`src/rtl/rectify.sv`:
```
`timescale 1ns/1ps
// -----------------------------------------------------------------------------
// rectify
//   Activation stage that sits directly behind an associate layer.
//   Forward: takes a signed Q8.8 weighted sum and returns a saturated-linear
//   activation as an unsigned Q0.8 byte. This byte is usable as an argument
//   lane of the next associate layer.
//   Backward (train=1): takes the error from the next layer and gates it with
//   the activation derivative of the stored input. The gated error is sent
//   upstream as the associate error.
//
// Parameters
//   LEAK : gradient shift outside the linear region. 0 blocks the error
//          completely; N>0 passes err >>> N.
//
// Ports
//   clock            system clock, rising edge
//   reset            asynchronous active-low reset
//   train            training mode, sampled when the result is accepted
//   argument_*       forward input stream, 16-bit signed Q8.8
//   result_*         activation output stream, 8-bit unsigned Q0.8
//   error_*          backward error input stream, 16-bit signed Q8.8
//   propagate_*      gated error output stream, 16-bit signed Q8.8
//
// Only one sample is in flight at a time. The FSM is one-hot, and exactly one
// ready/valid output is high in each state. Because of that, every handshake
// output is a decode of the state register. No handshake output depends
// combinationally on an incoming ready or valid.
// -----------------------------------------------------------------------------
module rectify #(
  parameter int unsigned LEAK = 0
) (
  input  logic        clock,
  input  logic        reset,
  input  logic        train,
  input  logic        argument_valid,
  output logic        argument_ready,
  input  logic [15:0] argument_data,
  output logic        result_valid,
  input  logic        result_ready,
  output logic [7:0]  result_data,
  input  logic        error_valid,
  output logic        error_ready,
  input  logic [15:0] error_data,
  output logic        propagate_valid,
  input  logic        propagate_ready,
  output logic [15:0] propagate_data
);

  typedef enum logic [3:0] {
    S_ARG = 4'b0001,
    S_RES = 4'b0010,
    S_ERR = 4'b0100,
    S_PRP = 4'b1000
  } state_t;

  state_t      r_state;
  state_t      w_state_nxt;
  logic [15:0] r_x;
  logic [7:0]  r_result;
  logic [15:0] r_prop;

  logic        w_arg_fire;
  logic        w_res_fire;
  logic        w_err_fire;
  logic        w_prp_fire;
  logic        w_lin;
  logic [15:0] w_grad;

  // Linear region is 0 <= x <= 0x00FF: the sign bit is clear and the integer
  // bits above bit 7 are zero.
  function automatic logic is_linear(input logic [15:0] x);
    return (x[15] == 1'b0) && (x[14:8] == 7'd0);
  endfunction

  // Saturated-linear activation: clamp to the range [0, 0xFF].
  function automatic logic [7:0] activate(input logic [15:0] x);
    logic [7:0] y;
    if (x[15] == 1'b1) begin
      y = 8'h00;
    end else if (x[14:8] != 7'd0) begin
      y = 8'hFF;
    end else begin
      y = x[7:0];
    end
    return y;
  endfunction

  assign argument_ready  = (r_state == S_ARG);
  assign result_valid    = (r_state == S_RES);
  assign error_ready     = (r_state == S_ERR);
  assign propagate_valid = (r_state == S_PRP);
  assign result_data     = r_result;
  assign propagate_data  = r_prop;

  assign w_arg_fire = argument_valid  && (r_state == S_ARG);
  assign w_res_fire = result_ready    && (r_state == S_RES);
  assign w_err_fire = error_valid     && (r_state == S_ERR);
  assign w_prp_fire = propagate_ready && (r_state == S_PRP);

  // The derivative gate is taken from the stored input. r_x is held
  // unchanged from the argument transfer until the next argument is accepted.
  assign w_lin = is_linear(r_x);

  // Backward gating of the incoming error.
  always_comb begin
    w_grad = 16'h0000;
    if (w_lin) begin
      w_grad = error_data;
    end else if (LEAK == 32'd0) begin
      w_grad = 16'h0000;
    end else begin
      w_grad = $signed(error_data) >>> LEAK;
    end
  end

  // Next-state logic. train is looked at only when the result is accepted.
  always_comb begin
    w_state_nxt = r_state;
    case (r_state)
      S_ARG: begin
        if (w_arg_fire) begin
          w_state_nxt = S_RES;
        end else begin
          w_state_nxt = S_ARG;
        end
      end
      S_RES: begin
        if (w_res_fire && train) begin
          w_state_nxt = S_ERR;
        end else if (w_res_fire) begin
          w_state_nxt = S_ARG;
        end else begin
          w_state_nxt = S_RES;
        end
      end
      S_ERR: begin
        if (w_err_fire) begin
          w_state_nxt = S_PRP;
        end else begin
          w_state_nxt = S_ERR;
        end
      end
      S_PRP: begin
        if (w_prp_fire) begin
          w_state_nxt = S_ARG;
        end else begin
          w_state_nxt = S_PRP;
        end
      end
      default: begin
        w_state_nxt = S_ARG;
      end
    endcase
  end

  // State register. The asynchronous reset drops every valid at once.
  always_ff @(posedge clock or negedge reset) begin
    if (!reset) begin
      r_state <= S_ARG;
    end else begin
      r_state <= w_state_nxt;
    end
  end

  // Forward datapath: capture x and the activation when the argument is accepted.
  always_ff @(posedge clock or negedge reset) begin
    if (!reset) begin
      r_x      <= 16'h0000;
      r_result <= 8'h00;
    end else if (w_arg_fire) begin
      r_x      <= argument_data;
      r_result <= activate(argument_data);
    end
  end

  // Backward datapath: capture the gated error when the error is accepted.
  always_ff @(posedge clock or negedge reset) begin
    if (!reset) begin
      r_prop <= 16'h0000;
    end else if (w_err_fire) begin
      r_prop <= w_grad;
    end
  end

endmodule
```
`config.mk`:
```
export PLATFORM = sky130hd
export DESIGN_NAME = rectify
export DESIGN_NICKNAME = d
export VERILOG_FILES = /design/src/rtl/rectify.sv
export SDC_FILE = /design/constraint.sdc
export NUM_CORES = 1
export LEC_CHECK = 0
export ABC_CLOCK_PERIOD_IN_PS = 1800
export CELL_PAD_IN_SITES_DETAIL_PLACEMENT = 1
export CELL_PAD_IN_SITES_GLOBAL_PLACEMENT = 2
export CORE_ASPECT_RATIO = 1.2
export CORE_UTILIZATION = 23
export DETAILED_ROUTE_END_ITERATION = 12
export GPL_ROUTABILITY_DRIVEN = 0
export PLACE_DENSITY = 0.83
export SYNTH_ARGS = -nofsm -noshare
export SYNTH_HDL_FRONTEND = slang
export SYNTH_SLANG_ARGS = --single-unit
```
`constraint.sdc`:
```
create_clock -name clock -period 1.8 [get_ports clock]
set_clock_uncertainty 0.15 [all_clocks]
set_input_delay 0.18 -clock clock [delete_from_list [all_inputs] [get_ports clock]]
set_output_delay 0.18 -clock clock [all_outputs]
set_load 0.02 [all_outputs]
```
**Word level (Yosys, flattened, before mapping)**

Cells that the tools add are included.
Widths: inputs -> output; s select.

- Flip-flop bits (word level): 44
- Word-level logic and storage cells: 26
- Output and inout bits: 28
- Input port bits: 39

- Reduce and logical (&&, ||, !) cells: 8
- Bitwise operators: 1
- Multiplexer cells: 9
- Equality and inequality tests: 4

Operator list:

| cell | count |
|---|---|
| $mux 16 | 1 |
| $mux 8 | 2 |
| $pmux 4 s4 | 1 |
| $mux 4 | 2 |
| $logic_not 7->1 | 1 |
| $reduce_bool 7->1 | 1 |
| $logic_and 1x1->1 | 6 |
| $eq 4x1->1 const B | 1 |
| $eq 4x2->1 const B | 1 |
| $eq 4x3->1 const B | 1 |
| $eq 4x4->1 const B | 1 |
| $mux 2 | 2 |
| $mux 3 | 1 |
| $not 1->1 | 1 |

**Longest topological paths before layout**

Gate-level depths: netlist of the first run.

- Word-level depth: 5
- Mapped depth: 5
- Depth with buffers taken out: 3

**Least setup slack after synthesis of the first run**

No wires, ideal clock.

- Path kind: register -> register
- Start: register r_state[3]
- End: register r_state[2]
- Data required time: 1.579 ns
- Path buffers: 0
- Data arrival time: 1.738 ns
- Slack: -0.159 ns
- Period minus slack after synthesis: 1.959 ns
- Stages on the path, launching flop included: 3
- Path through: dfrtp_1 nor4b_1 a32o_1

- Word-level cells in the longest chain between the ends: 5
- Elaborated cells between the ends (all ways): 10
- Those cells by class: 4 x eq/ne; 3 x mux; 3 x reduce/logical

Ends and longest elaborated chain:

| what | RTL line | RTL |
|---|---|---|
| start: declaration | 57 | `state_t r_state;` |
| start signal: assignment | 162 | `r_state <= w_state_nxt;` |
| $eq 4x2->1 * | n/a |  |
| net result_valid | 39 | `output logic result_valid,` |
| $logic_and 1x1->1 | 97 | `assign w_res_fire = result_ready && (r_state == S_RES);` |
| $logic_and 1x1->1 | 129 | `if (w_res_fire && train) begin` |
| $mux 3 | 129 |  |
| $pmux 4 s4 * | 120 | `case (r_state)` |
| net w_state_nxt[2] | 58 | `state_t w_state_nxt;` |

The timed path passes the listed nets; every way through them passes the cells marked *.
A chain may end at the register's enable or synchronous reset.

**Worst setup path after layout of the first run**

- Start: register r_state[1]
- End: register r_x[14]

- Word-level cells in the longest chain between the ends: 2

Ends and longest elaborated chain:

| what | RTL line | RTL |
|---|---|---|
| $eq 4x1->1 | 96 | `assign w_arg_fire = argument_valid && (r_state == S_ARG);` |
| $logic_and 1x1->1 | 96 |  |
| end signal: assignment | 172 | `r_x <= argument_data;` |
| end: declaration | 59 | `logic [15:0] r_x;` |

No other way between the ends.

==> flow_summary.toml, run 1 <==
[floorplanning]
dieWidth_um = 76.0
start_util_pct = 23.7
rows = 32
core_um2 = 6370
io_pins = 67
die_h_um = 90.8
die-area_um2 = 6900

[logic_synthesis]
synthFlopType = "dfrtp_1"
async_flop_share_pct = 100
yosysUniqueCellTypes = 30
yosysTopAreaCell = "dfrtp_1"
yosys.area.top_type_share_pct = 58.0
postSynthCellCount = 107
avgSynthCellArea_um2 = 14.1
yosysWarnings = 0
synth_edf_count = 0
ys_ff_latch = 36
syn_area_um2 = 1510
seq_area_frac_synth_pct = 59.7
synth_area_leaders = "dfrtp_1, a22o_2, mux2_2"
syn-num-nets = 146

[power]
power_density_nw_per_um2 = 1150
switching_share_pct = 29.9
max-vdd-ir-drop_mv = 0.394
p_int_uw = 2020
switching_power_uw = 862
p_seq_share_pct = 40.1
p_leak_uw = 0.00105
p_comb_share_pct = 35.4
clockPowerShare_pct = 24.5

[sta]
tightest_slew_ns = 0.621
holdWs_ns = 0.288
setup_tns_ns = 0
period_minus_slack_ns = 1.74
maxSlewViolCount = 0
fin_crit_sh_pct = 96.9
worst_slack_ns = 0.0561
hold_viol_final = 0
finalSetupViolCount = 0
fmax_ghz = 0.573
maxSlewHeadroom_pct = 58.6

[global_route]
gr-usage-met2_pct = 21.5
antenna_found_initial = 0
grt_pass1_vias = 1354
busiest_layer = "met2"
grt_max_degree = 28
grt_pass1_wl_mm = 6.76
gr-total-overflow = 0
global_route.usage.met3_pct = 3.74
gr-usage-met1_pct = 14.6
grt.total_usage_pct = 12.5

[place]
placed_cells = 264
port-buffer-count = 66
dp.final_hpwl_mm = 3.03
pre_cts_ws_ns = -0.121

[finish]
num-nets-final = 232
final_cell_mix = "clkdlybuf4s50_1, dfrtp_1, buf_4"
area_growth_pct = 66.1
fin_util_pct = 39.4
drive_gt1_share_pct = 29.9
layout_commonest_cell = "clkdlybuf4s50_1"
num_antenna_cells = 0
stdcell_count = 279
seq_area_um2 = 905
multi_input_area_um2 = 577
fill_cells = 680

[worst_setup_path]
crit-reg2reg-launch = "r_state[1]"
cp_top_family = "flip-flops"
cp_slowest_cell = "dfrtp_2"
cp_data_arrival_time_ns = 1.77
startpoint_type = "flop"
rr_endpoint = "r_x[14]"
cp_num_buf_inv = 2
critPathRequiredTime_ns = 1.82
end_kind = "flop"
reg2reg_setup_slack_ns = 0.06
reg2reg_depth = 5
cp_cell_sequence = "buf_4, nor4b_4, buf_4, nand2_8, mux2_4"
cpPeakStageDelay_ns = 0.45
timing.critical_path.mode_cell = "buf_4"
critPathMaxFanout = 15
path_class = "flop to flop"

[detailed_routing]
drt_drc_violations_left = 0
avgRoutedWirePerCell_um = 14.6
viasPerCell = 4.45
dr.pass1.iters = 2
routed_wirelength_mm = 4.06
drtIter0Drc = 18
vias = 1241
ant_nets = 0

[run]
drv_cap = 0

[min_path]
hp-class = "primary input to asynchronous set/reset pin"

[clocking]
clock_latency_ns = 0.29
cts.htree.levels = 2
clk_pin_slew_worst_paths_ns = 0.08
cts-root-buf = "clkbuf_8"
clockBufferDepth = 2
cts_tree = "done"
clkSinkCount = 36
numCtsBuffers = 5

[outcome]
status = "finished clean"
[flip-flops by register name (all words and copies together) (netlist names)]
name,flops
r_state,4
propagate_data,16
result_data,8
r_x,8
[cell usage after synthesis, drive strengths merged, types with 2 or more instances]
cell     number
clkbuf        2
mux2          8
a22o         16
nand2         4
o21ai         2
inv           3
nor3          8
o2bb2ai       9
dfrtp        35
buf           4
nor4b         4
nor4          2
[power groups by stage]
| stage | clock, uW | sequential, uW | combinational (uW) |
|---|---|---|---|
| after floorplan | 0 | 1260 | 392 |
| after global placement | 0 | 1160 | 953 |
| after detailed placement | 0 | 1170 | 974 |
| after CTS | 739 | 1160 | 974 |
| after global routing | 772 | 1190 | 1100 |
| final | 707 | 1160 | 1020 |
[area by class of cell]
| class | count | area share (%) |
|---|---|---|
| repair buffers | 85 | 31.8 |
| multi-input cells | 62 | 23.0 |
| clock buffers | 5 | 2.74 |
| clock inverters | 3 | 1.70 |
| well taps | 85 | 4.24 |
| flip-flops and latches | 36 | 36.1 |
| inverters | 3 | 0.449 |
[cell families after synthesis]
group / after synthesis / share of synthesized area, %
AO/OA/AOI/OAI: 29 / 17.2
buffers and inverters: 9 / 3.98
multiplexers: 8 / 6.21
flip-flops: 36 / 59.7
AND/OR/NAND/NOR: 25 / 12.8
[worst register-to-register path, stage by stage, from the launching register on]
cell	delay (ns)
dfrtp_2	0.45
buf_4	0.16
nor4b_4	0.26
buf_4	0.19
nand2_8	0.10
mux2_4	0.33
[stage by stage]
step	cell area, um^2	power (uW)
global placement	2330	2110
finish	2510	2890
CTS	2470	2870
detailed placement	2330	2140
floorplan	1520	1650
global route	2510	3060
[layer usage]
layer | part of all wire, % | wire length, um | vias up
met5 | 0 | 0 | -
met1 | 43 | 1730 | 614
met4 | 1.4 | 55 | 0
met2 | 51 | 2070 | 43
li1 | - | - | 579
met3 | 5.1 | 209 | 5
[worst max path at each step]
stage	end	start	depth (start not counted)
finish	r_x[14]	r_state[1]	5
floorplan	r_x[14]	r_state[0]	4
CTS	result_valid	r_state[2]	3
global route	r_x[14]	r_state[1]	5
detailed placement	result_data[6]	argument_data[13]	4
global placement	result_data[1]	argument_data[10]	4
[repair_timing]
item / 4_1_cts / 5_1_grt
pin swaps: 0 / 1
resized for setup: 12 / 7
endpoints found under the hold margin: 25 / 0
gates cloned: 0 / 0
setup endpoints to repair: 14 / 23
hold buffers: 1 / 0
setup buffers: 0 / 6
Power figures use the tool's default switching activity.
==> inputs of run 2 (changes only) <==
--- a/config.mk
+++ b/config.mk
@@ -9,6 +9,7 @@
 export CELL_PAD_IN_SITES_DETAIL_PLACEMENT = 1
 export CELL_PAD_IN_SITES_GLOBAL_PLACEMENT = 2
 export CORE_ASPECT_RATIO = 1.2
+export CORE_MARGIN = 10
 export CORE_UTILIZATION = 23
 export DETAILED_ROUTE_END_ITERATION = 12
 export GPL_ROUTABILITY_DRIVEN = 0
==> flow_summary.toml, run 2 (synthesized netlist as in run 1, its figures left out) <==
[global_route]
antenna_found_initial = 0
grt.total_usage_pct = 9.71
grt_max_degree = 23
grt_pass1_vias = 1408
gr-total-overflow = 0
grt_pass1_wl_mm = 7.82

[worst_setup_path]
cp_data_arrival_time_ns = 1.83
startpoint_type = "flop"
critPathMaxFanout = 8
end_kind = "flop"
critPathRequiredTime_ns = 1.88
reg2reg_depth = 6
cp_slowest_cell = "dfstp_2"
cp_cell_sequence = "buf_6, nor4b_4, buf_4, and4_4, clkbuf_16, a22o_2"
path_class = "flop to flop"
cpPeakStageDelay_ns = 0.39

[clocking]
cts_tree = "done"
clkSinkCount = 36
clockBufferDepth = 2
numCtsBuffers = 5
cts-root-buf = "clkbuf_8"
clock_latency_ns = 0.29
clk_pin_slew_worst_paths_ns = 0.08
cts.htree.levels = 2

[sta]
maxSlewViolCount = 0
period_minus_slack_ns = 1.75
maxSlewHeadroom_pct = 67.5
rsz0062_at_grt = "yes"
hold_viol_final = 0
tightest_slew_ns = 0.481
fin_crit_sh_pct = 97.4
finalSetupViolCount = 0
fmax_ghz = 0.570

[power]
p_comb_share_pct = 32.7
p_seq_share_pct = 36.1
p_leak_uw = 0.00109
switching_share_pct = 28.2
clockPowerShare_pct = 31.3
report.power.total_uw = 3210
max-vdd-ir-drop_mv = 0.569
p_int_uw = 2300
power_density_nw_per_um2 = 1240
switching_power_uw = 904

[detailed_routing]
vias = 1264
avgRoutedWirePerCell_um = 18.0
drt_drc_violations_left = 0
viasPerCell = 4.55
ant_nets = 0
dr.pass1.iters = 3
routed_wirelength_mm = 5.01
drtIter0Drc = 8

[finish]
drive_gt1_share_pct = 30.1
layout_commonest_cell = "clkdlybuf4s50_1"
largest_register_ffs = 16
num-nets-final = 231
fin_util_pct = 40.3
area_growth_pct = 71.1
num_antenna_cells = 0
final_cell_mix = "clkdlybuf4s50_1, dfrtp_1, buf_4"

[floorplanning]
start_util_pct = 23.6
dieWidth_um = 94.0
io_pins = 67
rows = 32
die-area_um2 = 10200
core_um2 = 6410
die_h_um = 109

[place]
port-buffer-count = 66
dp.final_hpwl_mm = 3.75

[min_path]
hp-class = "primary input to asynchronous set/reset pin"

[run]
drv_cap = 0

[outcome]
status = "finished clean"
## run 2: changes by cell type in the layout (fill, tap and decap cells not counted), sizes merged
| cell | delta |
|---|---|
| bufinv | +2 |
| buf | -1 |
| clkdlybuf4s15 | -1 |
| clkbuf | +1 |
| clkinv | -1 |
| clkinvlp | -1 |
## run 2: worst max-delay path: cells and delay by family, from the launching register on
family	cells	cell delay (ns)
buffers and inverters	3	0.47
AND/OR/NAND/NOR	2	0.57
flip-flops	1	0.39
AO/OA/AOI/OAI	1	0.12
## run 2: cell type report
class                           count  area (um^2)
Inverter                            3         11.3
Tap cell                           85          106
Sequential cell                    36          905
Fill cell                         693         3820
Clock buffer                        5         68.8
Clock inverter                      3         90.1
Multi-Input combinational cell     62          592
Timing Repair Buffer               84          811
## run 2: per-stage QoR
step                hold slack [ns]  setup slack [ns]  setup TNS [ns]  instance area, um^2  std cells
finish                        0.202            0.0471               0                 2580        278
detailed placement          -0.0476            -0.122           -1.21                 2340        265
global placement            -0.0480           -0.0648          -0.467                 2340        265
floorplan                    -0.266           -0.0935          -0.144                 1520        107
CTS                           0.203           0.00905               0                 2510        274
global route                  0.214           -0.0315          -0.284                 2580        278
## run 2: metal layers
layer  up-vias  global-route usage, %  part of all wire [%]
met5         -                      0                     0
met4         0                   3.26                   1.2
met3         7                   3.37                   5.6
met2        42                   15.9                    50
met1       636                   11.6                    43
li1        579                      -                     -
## run 2: repair_timing
action / in CTS / in global routing
hold buffers: 1 / 0
pin swaps: 0 / 3
cloned: 0 / 1
gates resized for setup: 15 / 11
setup buffers: 0 / 3
hold endpoints to repair: 14 / 0
setup endpoints to repair: 20 / 32
## run 2: path summary, 6_finish.rpt
path / from / end / slack, ns
max: r_state[0] / propagate_data[1] / 0.05
max in group asynchronous: reset / r_x[11] / 0.68
min: reset / r_state[2] / 0.20
min reg2reg: result_data[6] / result_data[6] / 0.35
max reg2reg: r_state[0] / propagate_data[1] / 0.05
min in group clock: train / r_state[0] / 0.32
## run 2: power groups by stage
stage	logic, uW	registers, uW	clock network (uW)
global route	1130	1180	1070
finish	1050	1160	1000
floorplan	392	1260	0
global placement	977	1160	0
CTS	996	1160	1030
detailed placement	1010	1170	0
